[src/rtl/uart_tx_arbiter.sv]
// Round-robin arbiter that shares one UART transmit FIFO write port between
// NUM_REQ byte producers, holding each grant for a whole packet or MAX_BURST bytes.
module uart_tx_arbiter #(
  parameter int NUM_REQ   = 4,
  parameter int MAX_BURST = 16,
  localparam int GW       = $clog2(NUM_REQ)
) (
  input  logic                 clk_i,
  input  logic                 reset_i,
  input  logic [NUM_REQ-1:0]   req_valid,
  input  logic [8*NUM_REQ-1:0] req_data,
  input  logic [NUM_REQ-1:0]   req_last,
  output logic [NUM_REQ-1:0]   req_ready,
  input  logic                 fifo_full,
  output logic                 fifo_we,
  output logic [7:0]           fifo_data,
  output logic [GW-1:0]        grant_id,
  output logic                 busy
);

  // Handshake: a byte from requester i moves into the FIFO in exactly the cycle
  // where req_valid[i] & req_ready[i] are high; that is also the only cycle with
  // fifo_we high. req_ready never depends on anything but the current grantee.
  typedef enum logic {
    S_IDLE  = 1'b0,
    S_GRANT = 1'b1
  } state_t;

  state_t        r_state;
  state_t        w_state_nxt;
  logic [GW-1:0] r_grant_id;
  logic [GW-1:0] r_last_grant;
  logic [7:0]    r_burst_cnt;

  logic          w_any;
  logic          w_found;
  logic [GW-1:0] w_idx;
  logic [GW-1:0] w_sel;
  logic          w_xfer;
  logic          w_cap_hit;
  logic [7:0]    w_data;

  // Rotating search starting just after the previous grantee.
  always_comb begin
    w_any   = |req_valid;
    w_found = 1'b0;
    w_sel   = r_last_grant;
    w_idx   = r_last_grant;
    for (int k = 0; k < NUM_REQ; k++) begin
      if (w_idx == GW'(NUM_REQ - 1)) begin
        w_idx = '0;
      end else begin
        w_idx = w_idx + 1'b1;
      end
      if (!w_found && req_valid[w_idx]) begin
        w_sel   = w_idx;
        w_found = 1'b1;
      end
    end
  end

  always_comb begin
    w_data = '0;
    for (int i = 0; i < NUM_REQ; i++) begin
      if (r_grant_id == GW'(i)) begin
        w_data = req_data[8*i +: 8];
      end
    end
  end

  // Reset gates the transfer combinationally so an abandoned grant writes nothing.
  assign w_xfer    = (r_state == S_GRANT) & req_valid[r_grant_id] & ~fifo_full & ~reset_i;
  assign w_cap_hit = (({1'b0, r_burst_cnt} + 9'd1) == 9'(MAX_BURST));

  // State register
  always_ff @(posedge clk_i) begin
    if (reset_i) begin
      r_state      <= S_IDLE;
      r_grant_id   <= '0;
      r_last_grant <= GW'(NUM_REQ - 1);
      r_burst_cnt  <= '0;
    end else begin
      r_state <= w_state_nxt;
      if (r_state == S_IDLE && w_any) begin
        r_grant_id  <= w_sel;
        r_burst_cnt <= '0;
      end
      if (w_xfer) begin
        r_burst_cnt <= r_burst_cnt + 8'd1;
        if (w_state_nxt == S_IDLE) begin
          r_last_grant <= r_grant_id;
        end
      end
    end
  end

  // Next-state logic
  always_comb begin
    w_state_nxt = r_state;
    case (r_state)
      S_IDLE: begin
        if (w_any) begin
          w_state_nxt = S_GRANT;
        end
      end
      S_GRANT: begin
        if (w_xfer && (req_last[r_grant_id] || w_cap_hit)) begin
          w_state_nxt = S_IDLE;
        end
      end
      default: w_state_nxt = S_IDLE;
    endcase
  end

  // Output logic; busy doubles as the externally visible FSM state.
  always_comb begin
    req_ready             = '0;
    req_ready[r_grant_id] = w_xfer;
    fifo_we               = w_xfer;
    fifo_data             = w_xfer ? w_data : 8'h00;
    grant_id              = r_grant_id;
    busy                  = (r_state == S_GRANT);
  end

endmodule

[config.mk]
export PLATFORM = sky130hd
export DESIGN_NAME = uart_tx_arbiter
export DESIGN_NICKNAME = d
export VERILOG_FILES = /design/src/rtl/uart_tx_arbiter.sv
export SDC_FILE = /design/constraint.sdc
export NUM_CORES = 1
export LEC_CHECK = 0
export CAP_MARGIN = 15
export CORE_UTILIZATION = 43
export DETAILED_ROUTE_END_ITERATION = 16
export GPL_ROUTABILITY_DRIVEN = 0
export PLACE_DENSITY = 0.81
export SYNTH_ARGS = -nofsm -noshare
export SYNTH_HDL_FRONTEND = slang
export SYNTH_SLANG_ARGS = --single-unit
[constraint.sdc]
create_clock -name clk_i -period 4.9 [get_ports clk_i]
set_clock_uncertainty 0.15 [all_clocks]
set_input_delay 0.49 -clock clk_i [delete_from_list [all_inputs] [get_ports clk_i]]
set_output_delay 0.49 -clock clk_i [all_outputs]
set_load 0.01 [all_outputs]
# Word level (Yosys, flattened, before mapping)
# Cells that the tools add are included.
# totals
register_bits	13
input_bits	43
output_inout_bits	16
wordCells	81
# classes
n_addsub	6
magnitude_cmp	6
n_eq_ne	8
muxes	35
bitwise	8
n_reduce_logical	14
# op_table
op	n
8-bit two-way mux	7
2-bit two-way mux	8
2-bit by 3-bit less-than comparator with 1-bit output (second input constant)	5
1-bit binary-select mux with 2-bit select	6
2-bit equality test (second input constant)	6
1-bit two-way mux	12
8-bit by 1-bit adder with 9-bit output (second input constant)	1
9-bit by 5-bit equality test with 1-bit output (second input constant)	1
2-bit by 1-bit adder with 2-bit output (second input constant)	4
8-bit by 1-bit adder with 8-bit output (second input constant)	1
1-bit logical AND	6
4-bit bitwise AND	1
1-bit NOT	4
4-bit OR reduction	1
1-bit bitwise AND	3
1-bit logical NOT	3
1-bit demux with 2-bit select	1
2-bit by 1-bit equality test with 1-bit output (second input constant)	1
2-bit by 1-bit >= comparator with 1-bit output (second input constant)	1
2-bit logical NOT	1
1-bit one-hot mux with 2 select lines	1
2-bit AND reduction	1
2-bit nonzero test	1
1-bit logical OR	1

# Longest topological paths before layout
# Gate-level depths: netlist (run 1).
# logic_depth
depth_word	14
ltp_mapped	8
depth_no_buf	7

# Least setup slack after synthesis (run 1)
# No wires, ideal clock.
# synth_path
path_kind	flip-flop to output port
from	reg r_grant_id[0] (netlist: grant_id[0])
to	out fifo_data[1]
t_arrival_ps	1561
t_required_ps	4260
slack_ps	2699
stages_incl_launch_ff	5
path_buffers	2
path_cell_list	dfxtp_1 buf_2 buf_2 mux4_2 and3_1
# synth_between
elab_chain_cells	6
word_cells_on_any_way	14
cone_classes	3 x eq/ne; 7 x mux; 3 x bitwise; 1 x reduce/logical
# synth_lines
element	line	text
from (decl)	31	logic [GW-1:0] r_grant_id;
from (signal assigned)	85	r_grant_id <= w_sel;
1-bit binary-select mux with 2-bit select / 2-bit logical NOT (equally long branches)	72, 65	
1-bit two-way mux (not written as such) / 8-bit two-way mux (equally long branches)	72, 65	
1-bit bitwise AND / 8-bit two-way mux (equally long branches) (3 in series)	72, 65	
8-bit two-way mux (*)	120	fifo_data = w_xfer ? w_data : 8'h00;
to (decl)	16	output logic [7:0] fifo_data,
# Every way passes the cells marked *; elsewhere a longest branch is shown, timed or not. The select of a mux whose other input is x is not followed.

# Worst setup path after layout (run 1)
# layout_path
from	in req_valid[0]
to	out fifo_we
# layout_between
elab_chain_cells	5
# layout_lines
element	line	text
from (decl)	10	input logic [NUM_REQ-1:0] req_valid,
1-bit binary-select mux with 2-bit select	72	assign w_xfer = (r_state == S_GRANT) & req_valid[r_grant_id] & ~fifo_full & ~reset_i;
1-bit two-way mux (not written as such)	72	
1-bit bitwise AND (3 in series)	72	
to (decl)	15	output logic fifo_we,
# Every way passes these cells. The select of a mux whose other input is x is not followed.

==> flow_metrics.tcl, run 1 <==
set metrics [dict create \
    die_w_um 58.4 \
    worstPathArrival_ps 2530 \
    drc 0 \
    ant_nets 0 \
    cts_root_buffer "clkbuf_4" \
    crit_path_max_fanout 12 \
    reg2reg_depth 7 \
    wirelength_um 4240 \
    status "complete, no violations" \
    r2r_start "r_last_grant[0]" \
    hold_ws_ps 393 \
    hp-class "register to register" \
    syn2layout_area_growth_pct 44.2 \
    grt_pass1_vias 1381 \
    irDropWorstVdd_v 0.000111 \
    finalCoreUtilization_pct 65.2 \
    cts.sink_count 13 \
    end_kind "output pin" \
    antenna_found_initial 0 \
    cts-buffers-inserted 3 \
    dpl_cell_area_mm2 0.00195 \
    min_from "r_burst_cnt[4]" \
    crit_path_start "req_valid[0]" \
    synth-compound-area-share_pct 18.9 \
    post_cts_buffers 0 \
    netlist_area_mm2 0.00137 \
    drt-pass1-iter-count 4 \
    synth_xor_area_share_pct 1.92 \
    whs_endpoint "r_burst_cnt[4]" \
    rows 20 \
    dp_hpwl_um 3270 \
    synthArstFlopShare_pct 0 \
    synth_simple_gate_area_share_pct 28.0 \
    antennaDiodeCount 0 \
    overflow 0 \
    fin_nets 260 \
    period_minus_slack_ps 3170 \
    synth_edf_count 0 \
    start_kind "input pin" \
    setup_tns_ps 0 \
    setup_viol 0 \
    post-route-period-util_pct 64.6 \
    grtUsageMet3_pct 3.96 \
    start_util_pct 45.2 \
    design_area_mm2 0.00197 \
    grt_pass1_wl_um 6610 \
    first_iter_violations 70 \
    die_y_um 58.4 \
    layout-drive-gt1-share_pct 11.3 \
    grt_busiest_layer "met2" \
    hold_viol_final 0 \
    cap_violations 0 \
    route.vias.total 1491 \
    synth.yosys.warnings 0 \
    grt_max_degree 19 \
    clock.fmax_mhz 316 \
    synth_ff_type "dfxtp_1" \
    syn_nets 209 \
    grt_use_met1_pct 30.4 \
    coreArea_mm2 0.00303 \
    synth_area_per_cell_um2 8.40 \
    clkLatencyLatePin_ps 280 \
    r2r-end "grant_id[0]" \
    rsz0062_at_grt "no" \
    synthCells 163 \
    h-tree-depth 1 \
    crit_type "input pin to output pin" \
    grt_util_met2_pct 45.8 \
    powerDensity_mw_per_mm2 185 \
    hold-path-cell-count 1 \
    ys_ff_latch 13 \
    grtUsageTotal_pct 25.2 \
    port_buffers 58 \
    pin_count 59 \
    worst_pin_slew_ps 865 \
    slew_viol_final 0 \
    cts_tree "built" \
    cp.required_ps 4260 \
    post_drt_wl_per_cell_um 16.5 \
    slew_headroom_pct 42.2 \
    synth_top_family_by_area "simple AND/OR/NAND/NOR gates" \
    cts-resized-gates 0 \
    p_leak_nw 0.765 \
    postCtsHoldBufs 0 \
    vias_per_cell 5.80 \
    ys_seq_area_share_pct 19.0 \
    ys_types 47 \
    clk_pin_slew_worst_paths_ps 70 \
    synthAdderAreaFrac_pct 2.74 \
    die_area_mm2 0.00341 \
    cts_buffer_depth 2 \
    ff2ff_setup_slack_ps 2430 \
    synth.area.mux_share_pct 23.4 \
]
[metal layers]
layer / vias to the layer above / part of all wire [%]
li1: 717 / -
met1: 687 / 42
met2: 77 / 49
met3: 10 / 6.8
met4: 0 / 2.1
met5: - / 0
[cells in the mapped netlist, drive strengths merged, types with 2 or more instances]
cell	number	area, um2
nand2b	7	43.8
mux2i	5	50.1
nand4b	3	26.3
a211oi	2	15.0
nand3	5	30.0
mux4	11	248
nor2	20	82.6
xnor2	2	17.5
nand2	7	33.8
a21oi	14	70.1
nor2b	2	12.5
inv	5	18.8
ha	3	37.5
a211o	2	17.5
a21o	2	15.0
nor3	4	20.0
clkbuf	5	18.8
and3	10	62.6
o22ai	2	12.5
dfxtp	13	260
nor3b	2	15.0
and2	4	25.0
buf	8	45.0
mux2	2	22.5
o21ai	8	40.0
[critical path, stage by stage]
cell	delay, ps
clkdlybuf4s50_1	620
mux4_2	650
nand2_4	170
inv_2	110
clkdlybuf4s50_1	490
[layout by cell type (no fill, tap or decap), drive strengths merged, types with 2 or more instances in the layout]
master | Yosys | routed
o22ai | 2 | 2
mux2i | 5 | 5
inv | 5 | 5
nor3 | 4 | 4
a21o | 2 | 2
nand4b | 3 | 3
dfxtp | 13 | 13
and2 | 4 | 4
o21ai | 8 | 8
nand2b | 7 | 7
clkdlybuf4s50 | 0 | 58
clkbuf | 5 | 4
xnor2 | 2 | 2
nand2 | 7 | 7
nor2 | 20 | 20
a21oi | 14 | 14
a211o | 2 | 2
mux2 | 2 | 2
mux4 | 11 | 11
nand3 | 5 | 5
nor2b | 2 | 2
a211oi | 2 | 2
nor3b | 2 | 2
and3 | 10 | 10
ha | 3 | 3
[power by group]
part	leakage (nW)	switching (W)	internal, W
logic	0.644	0.0000648	0.000102
clock network	0.0150	0.0000332	0.0000316
registers	0.106	0.0000218	0.000111
[layout make-up]
| class | instances | area, um2 |
|---|---|---|
| well taps | 44 | 55.1 |
| clock buffers | 4 | 26.3 |
| multi-input cells | 132 | 1030 |
| inverters | 5 | 18.8 |
| flip-flops and latches | 13 | 260 |
| repair buffers | 59 | 588 |
| fillers | 253 | 1050 |
[cells by family after synthesis]
logic type | Yosys count
multiplexers | 18
AO/OA/AOI/OAI | 40
buffers and inverters | 18
XOR/XNOR | 3
adder cells (fa/ha/maj) | 3
flip-flops | 13
AND/OR/NAND/NOR | 68
[state kept, by name, indices dropped and copies added, names as in the netlist]
| name | count |
|---|---|
| r_last_grant | 2 |
| grant_id | 2 |
| r_burst_cnt | 8 |
| busy | 1 |
[metrics by stage]
step,setup WS [ps],std cells,power (W)
3_5_place_dp,1760,253,0.000301
2_1_floorplan,2700,163,0.000232
4_1_cts,1730,257,0.000367
6_report,1730,257,0.000364
3_3_place_gp,1800,253,0.000297
5_1_grt,1560,257,0.000387
[worst max-delay path by stage]
stage,endpoint
4_1_cts,fifo_we
5_1_grt,fifo_we
3_3_place_gp,req_ready[0]
2_1_floorplan,fifo_data[1]
6_report,fifo_we
3_5_place_dp,req_ready[0]
(Power assumes the default switching activity.)
==> inputs of run 2 (changes only) <==
CORE_UTILIZATION = 38   (was 43)
PLACE_DENSITY = 0.76   (was 0.81)
clock period = 2.84 ns   (was 4.9 ns; I/O delays follow)
==> run 2 against run 1 <==
  * Sequential share of layout area shrank 0.54 points
  * Via count decreased by 1.5%
  * Sequential power is 51% higher
  * Cell area rose by 4.2%
  * Non-clock buffer count up 9
  * Critical path depth shrank 1
  * Final cell count grew 4.3%
==> flow_metrics.tcl, run 2 (same netlist as run 1, synthesis figures left out) <==
set metrics [dict create \
    status "complete, no violations" \
    cts-buffers-inserted 3 \
    first_iter_violations 100 \
    r2r-end "r_burst_cnt[4]" \
    rows 21 \
    h-tree-depth 1 \
    die_area_mm2 0.00385 \
    wl_met1_um 1670 \
    final_cell_mix "clkdlybuf4s50_1 (58), nor2_1 (19), a21oi_1 (14)" \
    pin_count 59 \
    cts_tree "built" \
    end_kind "output pin" \
    pwr-share-seq_pct 30.9 \
    swShare_pct 33.3 \
    die_w_um 62.0 \
    worst_path_max_delay_cell "mux4_2" \
    top_layer "met3" \
    layout_commonest_cell "clkdlybuf4s50_1" \
    p_sw_w 0.000217 \
    start_kind "register" \
    placed_cells 264 \
    crit_path_max_fanout 17 \
    port_buffers 58 \
    postCtsHoldBufs 0 \
    cts-resized-gates 0 \
    fillCellCount 290 \
    power.total_w 0.000651 \
    grt_pass1_wl_um 5620 \
    drt-pass1-iter-count 4 \
    routed-wl-met2_um 1740 \
    dp_hpwl_um 2870 \
    largest_reg_flops 8 \
    intPower_w 0.000435 \
    route.met3.wl_um 324 \
    wirelength_um 3730 \
    hold_viol_final 0 \
    finalCoreUtilization_pct 60.7 \
    grt_max_degree 18 \
    hp-class "register to register" \
    fin_nets 269 \
    worst_pin_slew_ps 417 \
    layout-drive-gt1-share_pct 15.3 \
    cp_slowest_stage_delay_ps 540 \
    cp.required_ps 2410 \
    antenna_found_initial 0 \
    crit_type "register to output pin" \
    ant_nets 0 \
    multi_input_area_mm2 0.00103 \
    p_leak_nw 0.815 \
    post_drt_wl_per_cell_um 13.9 \
    cts_root_buffer "clkbuf_4" \
    clock.fmax_mhz 392 \
    cap_violations 0 \
    antennaDiodeCount 0 \
    start_util_pct 40.4 \
    rsz0062_at_grt "no" \
    overflow 0 \
    syn2layout_area_growth_pct 50.4 \
    setup_viol 0 \
    worstPathArrival_ps 2120 \
    ff2ff_setup_slack_ps 690 \
    min_from "r_last_grant[1]" \
    setup_tns_ps 0 \
    crit_chain "buf_4, mux4_2, and3_1, clkdlybuf4s50_1" \
    ff_latch_area_um2 260 \
    reg2reg_depth 8 \
    grt_pass1_vias 1306 \
    cts.sink_count 13 \
    die_y_um 62.0 \
    irDropWorstVdd_v 0.000158 \
    grtUsageTotal_pct 19.1 \
    drc 0 \
    coreArea_mm2 0.00339 \
    clkLatencyLatePin_ps 290 \
    layout.cells.non_filler 268 \
    crit_path_start "grant_id[0]" \
    clk_pin_slew_worst_paths_ps 90 \
    clkPwrFrac_pct 18.6 \
    period_minus_slack_ps 2550 \
    route.vias.total 1468 \
    slew_headroom_pct 71.8 \
    vias_per_cell 5.48 \
    crit_end "fifo_data[4]" \
    r2r_start "grant_id[0]" \
    post-route-period-util_pct 89.9 \
    post_cts_buffers 0 \
    cts_buffer_depth 2 \
    power_frac_comb_pct 50.5 \
    slew_viol_final 0 \
    powerDensity_mw_per_mm2 316 \
    regMostFlops "r_burst_cnt" \
]
[run 2: cell types whose count changed in the layout (fill, tap and decap cells not counted), sizes merged]
cell	change
buf	+9
clkbuf	-1
clkinv	+1
[run 2: layout make-up]
type / count / share of cell area, %
Multi-Input combinational cell: 132 / 49.8
Sequential cell: 13 / 12.6
Clock inverter: 1 / 0.243
Timing Repair Buffer: 68 / 32.5
Inverter: 5 / 0.912
Tap cell: 46 / 2.80
Clock buffer: 3 / 1.09
[run 2: power groups by stage]
stage / sequential (W) / clock, W / combinational, W
6_report: 0.000201 / 0.000121 / 0.000329
5_1_grt: 0.000203 / 0.000131 / 0.000359
4_1_cts: 0.000202 / 0.000126 / 0.000331
2_1_floorplan: 0.000208 / 0 / 0.000193
3_3_place_gp: 0.000206 / 0 / 0.000327
3_5_place_dp: 0.000206 / 0 / 0.000330
[run 2: worst min-delay path by stage]
stage / slack (ps) / depth (start not counted) / to
finish: 370 / 1 / r_last_grant[1]
global route: 400 / 1 / r_last_grant[1]
CTS: 370 / 1 / r_last_grant[1]
detailed placement: 350 / 1 / r_last_grant[1]
global placement: 350 / 1 / r_last_grant[1]
floorplan: 240 / 1 / r_last_grant[1]
[run 2: worst max-delay path, delay by kind of cell (launching register included)]
kind	cells	cell delay, ps
multiplexers	1	540
flip-flops	1	350
AND/OR/NAND/NOR	1	200
buffers and inverters	2	740
[run 2: through the flow]
step                area [um2]  worst slack (ps)  hold slack (ps)
floorplan                 1370               845              239
global placement          2030               353              346
detailed placement        2030               334              348
CTS                       2060               256              373
global route              2060               161              404
finish                    2060               286              371
[run 2: metal layers]
layer | global-route usage, % | vias up
li1 | - | 730
met1 | 24.4 | 680
met2 | 35.0 | 58
met3 | 2.90 | 0
met4 | 1.90 | 0
met5 | 0 | -
==> RTL change: new RTL, config.mk and constraints of run 2 <==
Reset style: asynchronous (`reset_i`), changed in one clocked block.
--- a/src/rtl/uart_tx_arbiter.sv
+++ b/src/rtl/uart_tx_arbiter.sv
@@ -73,7 +73,7 @@
   assign w_cap_hit = (({1'b0, r_burst_cnt} + 9'd1) == 9'(MAX_BURST));
 
   // State register
-  always_ff @(posedge clk_i) begin
+  always_ff @(posedge clk_i or posedge reset_i) begin
     if (reset_i) begin
       r_state      <= S_IDLE;
       r_grant_id   <= '0;
Behaviour: differs if reset_i is asserted again (counterexample within 4 cycles, from zero or initial values and one cycle with reset_i high); with reset_i held inactive, the same outputs for 10 cycles.
==> RTL change against run 2 <==
Setup slack got worse by 0.075 ns. Non-clock buffer count decreased by 2. Synthesized area decreased by 2.5%. Routed wire length decreased by 2.6%. Cell area decreased by 4.3%. Sequential cell count unchanged. Via count decreased by 9.3%. Critical path type is now reg -> reg. Largest cell class unchanged.
Power is not compared: it rests on default switching activity, and its combinational part moved more than twofold at a synthesized area within 25%.
==> RTL change: results (changes against run 2) <==
Logic synthesis
  – Ranking of synthesized cells by area: dfrtp_1 21%, mux4_2 17%, and2_1 4.7%, mux2_2 4.2%, o21ai_0 4.1%
  – Post-synthesis compound-gate area fraction: 0.165 (-0.0243)
  – Ys async rst share: 1.00 (+1.00)
  – Synth Net Count: 193 (-7.7%)
  – Post-Synth XOR/XNOR Area: 0.0131 (-0.00607)
  – Synth warnings: 0 (unchanged)
  – Post-synthesis cell count: 148 (-9.2%)
  – Post-synthesis mux area share: 0.226 (-0.00814)
  – Yosys cell types: 46 (-2.1%)
  – Sequential fraction of the synthesis area: 0.246 (+0.0554)
  – Post-synthesis adder-cell area fraction: 0.0187 (-0.00868)
  – Synth top cells by count: 14 x nand2_1, 11 x dfrtp_1, 11 x nor2_1, 11 x o21ai_0

Power
  – Leakage power: 0.783 nW
  – VDD IR max: 0.464 mV

CTS
  – Post-CTS Setup Bufs: 0 (unchanged)
  – H-tree depth: 1 (unchanged)
  – Longest Clk Path Bufs: 2 (unchanged)
  – CTS buffer count: 3 (unchanged)
  – Latest clock arrival within the worst-skew pair: 0.27 ns (-0.02 ns)
  – CTS Root Cell: clkbuf_4
  – Resize count post-CTS: 0 (unchanged)
  – Clk slew on worst S/H paths: 0.08 ns

Place
  – Area of placed instances: 0.00194 mm^2 (-4.4%)
  – Worst slack, placed: 0.265 ns (-0.0692 ns)
  – I/O Buffers: 58 (unchanged)
  – Placed Cells: 246 (-6.8%)
  – Dpl hpwl: 2940 um (+2.3%)

Route
  – Final WL: 3630 um (-2.6%)
  – Vias per cell: 5.32 (-2.8%)
  – Drt pass-1 iters: 4 (unchanged)
  – Via count: 1331 (-9.3%)
  – Initial DRC Count: 73 (-27%)

Finish
  – Largest register by flop count: r_burst_cnt
  – Largest register FFs: 8 (unchanged)
  – Layout cells sized above 1: 0.162 (+0.00861)
  – # diodes: 0 (unchanged)

Global route
  – Initial antenna violation count: 0 (unchanged)
  – GR Util All Layers: 0.205 (+0.0134)
  – First-pass GRT wire length: 5780 um (+2.8%)
  – Largest net degree at the start of global routing: 20 (+2)

Run status
  – Status: complete, no violations

Worst setup path
  – CP max FO: 19 (+2)
  – Critical path's largest stage delay: 0.74 ns (+0.20 ns)
  – Worst path slowest cell: dfstp_2
  – Crit path max-delay family: flip-flops

Worst hold path
  – Worst min path class: in -> async

Timing
  – Worst-margin pin slew: 0.527 ns (+0.110 ns)
-- RTL change: changes by cell type after synthesis, moves of 7 or more --
cell            run 2  this run
dfxtp_1            13         0
dfrtp_1             0        11
a21oi_1            14         4
nand2_1             6        14
nor2_1             19        11
and2_1              3        10
-- RTL change: path summary, 6_finish.rpt --
| path | slack [ns] | cells past startpoint | from | to |
|---|---|---|---|---|
| setup / recovery | 0.21 | 6 | r_last_grant[0] | grant_id[0] |
| max in group asynchronous | 1.99 | 2 | reset_i | r_last_grant[1] |
| setup reg to reg | 0.21 | 6 | r_last_grant[0] | grant_id[0] |
| hold reg to reg | 0.37 | 1 | r_burst_cnt[0] | r_burst_cnt[0] |
| min in group clk_i | 0.37 | 1 | r_burst_cnt[0] | r_burst_cnt[0] |
| hold / removal | 0.20 | 2 | reset_i | r_burst_cnt[2] |
-- RTL change: layout make-up --
| type | count | area (um^2) |
|---|---|---|
| Sequential cell | 13 | 328 |
| Timing Repair Buffer | 66 | 641 |
| Tap cell | 46 | 57.6 |
| Clock buffer | 3 | 22.5 |
| Fill cell | 317 | 1390 |
| Multi-Input combinational cell | 116 | 897 |
| Inverter | 5 | 18.8 |
| Clock inverter | 1 | 5.00 |
-- RTL change: worst register-to-register path, cell delays in order, from the launching register on --
cell and delay, ns:
dfstp_2 0.74, ha_1 0.40, xnor2_1 0.41, a2bb2oi_1 0.21, o21ai_1 0.13, and3_1 0.20, o32a_1 0.28
-- RTL change: kinds of logic after synthesis --
family	after synthesis
AND/OR/NAND/NOR	61
AO/OA/AOI/OAI	34
buffers and inverters	19
multiplexers	17
flip-flops	13
XOR/XNOR	2
adder cells (fa/ha/maj)	2
-- RTL change: where the power goes --
part / total (W) / internal (W) / switching (W)
clock network: 0.000115 / 0.0000522 / 0.0000624
logic: 0.000898 / 0.000486 / 0.000412
registers: 0.000329 / 0.000245 / 0.0000846
-- RTL change: stage by stage --
step	hold slack, ns	util	total power (W)
final	0.198	0.586	0.00134
after global placement	0.344	0.577	0.00119
after floorplan	0.00953	-	0.000986
after global routing	0.248	0.586	0.00147
after detailed placement	0.358	0.577	0.00123
after CTS	0.209	0.586	0.00135
-- RTL change: routing by layer --
layer	vias up	track usage	wire length (um)
li1	661	-	-
met1	640	0.249	1550
met2	28	0.376	1920
met3	2	0.0399	163
met4	0	0.0390	8
met5	-	0	0
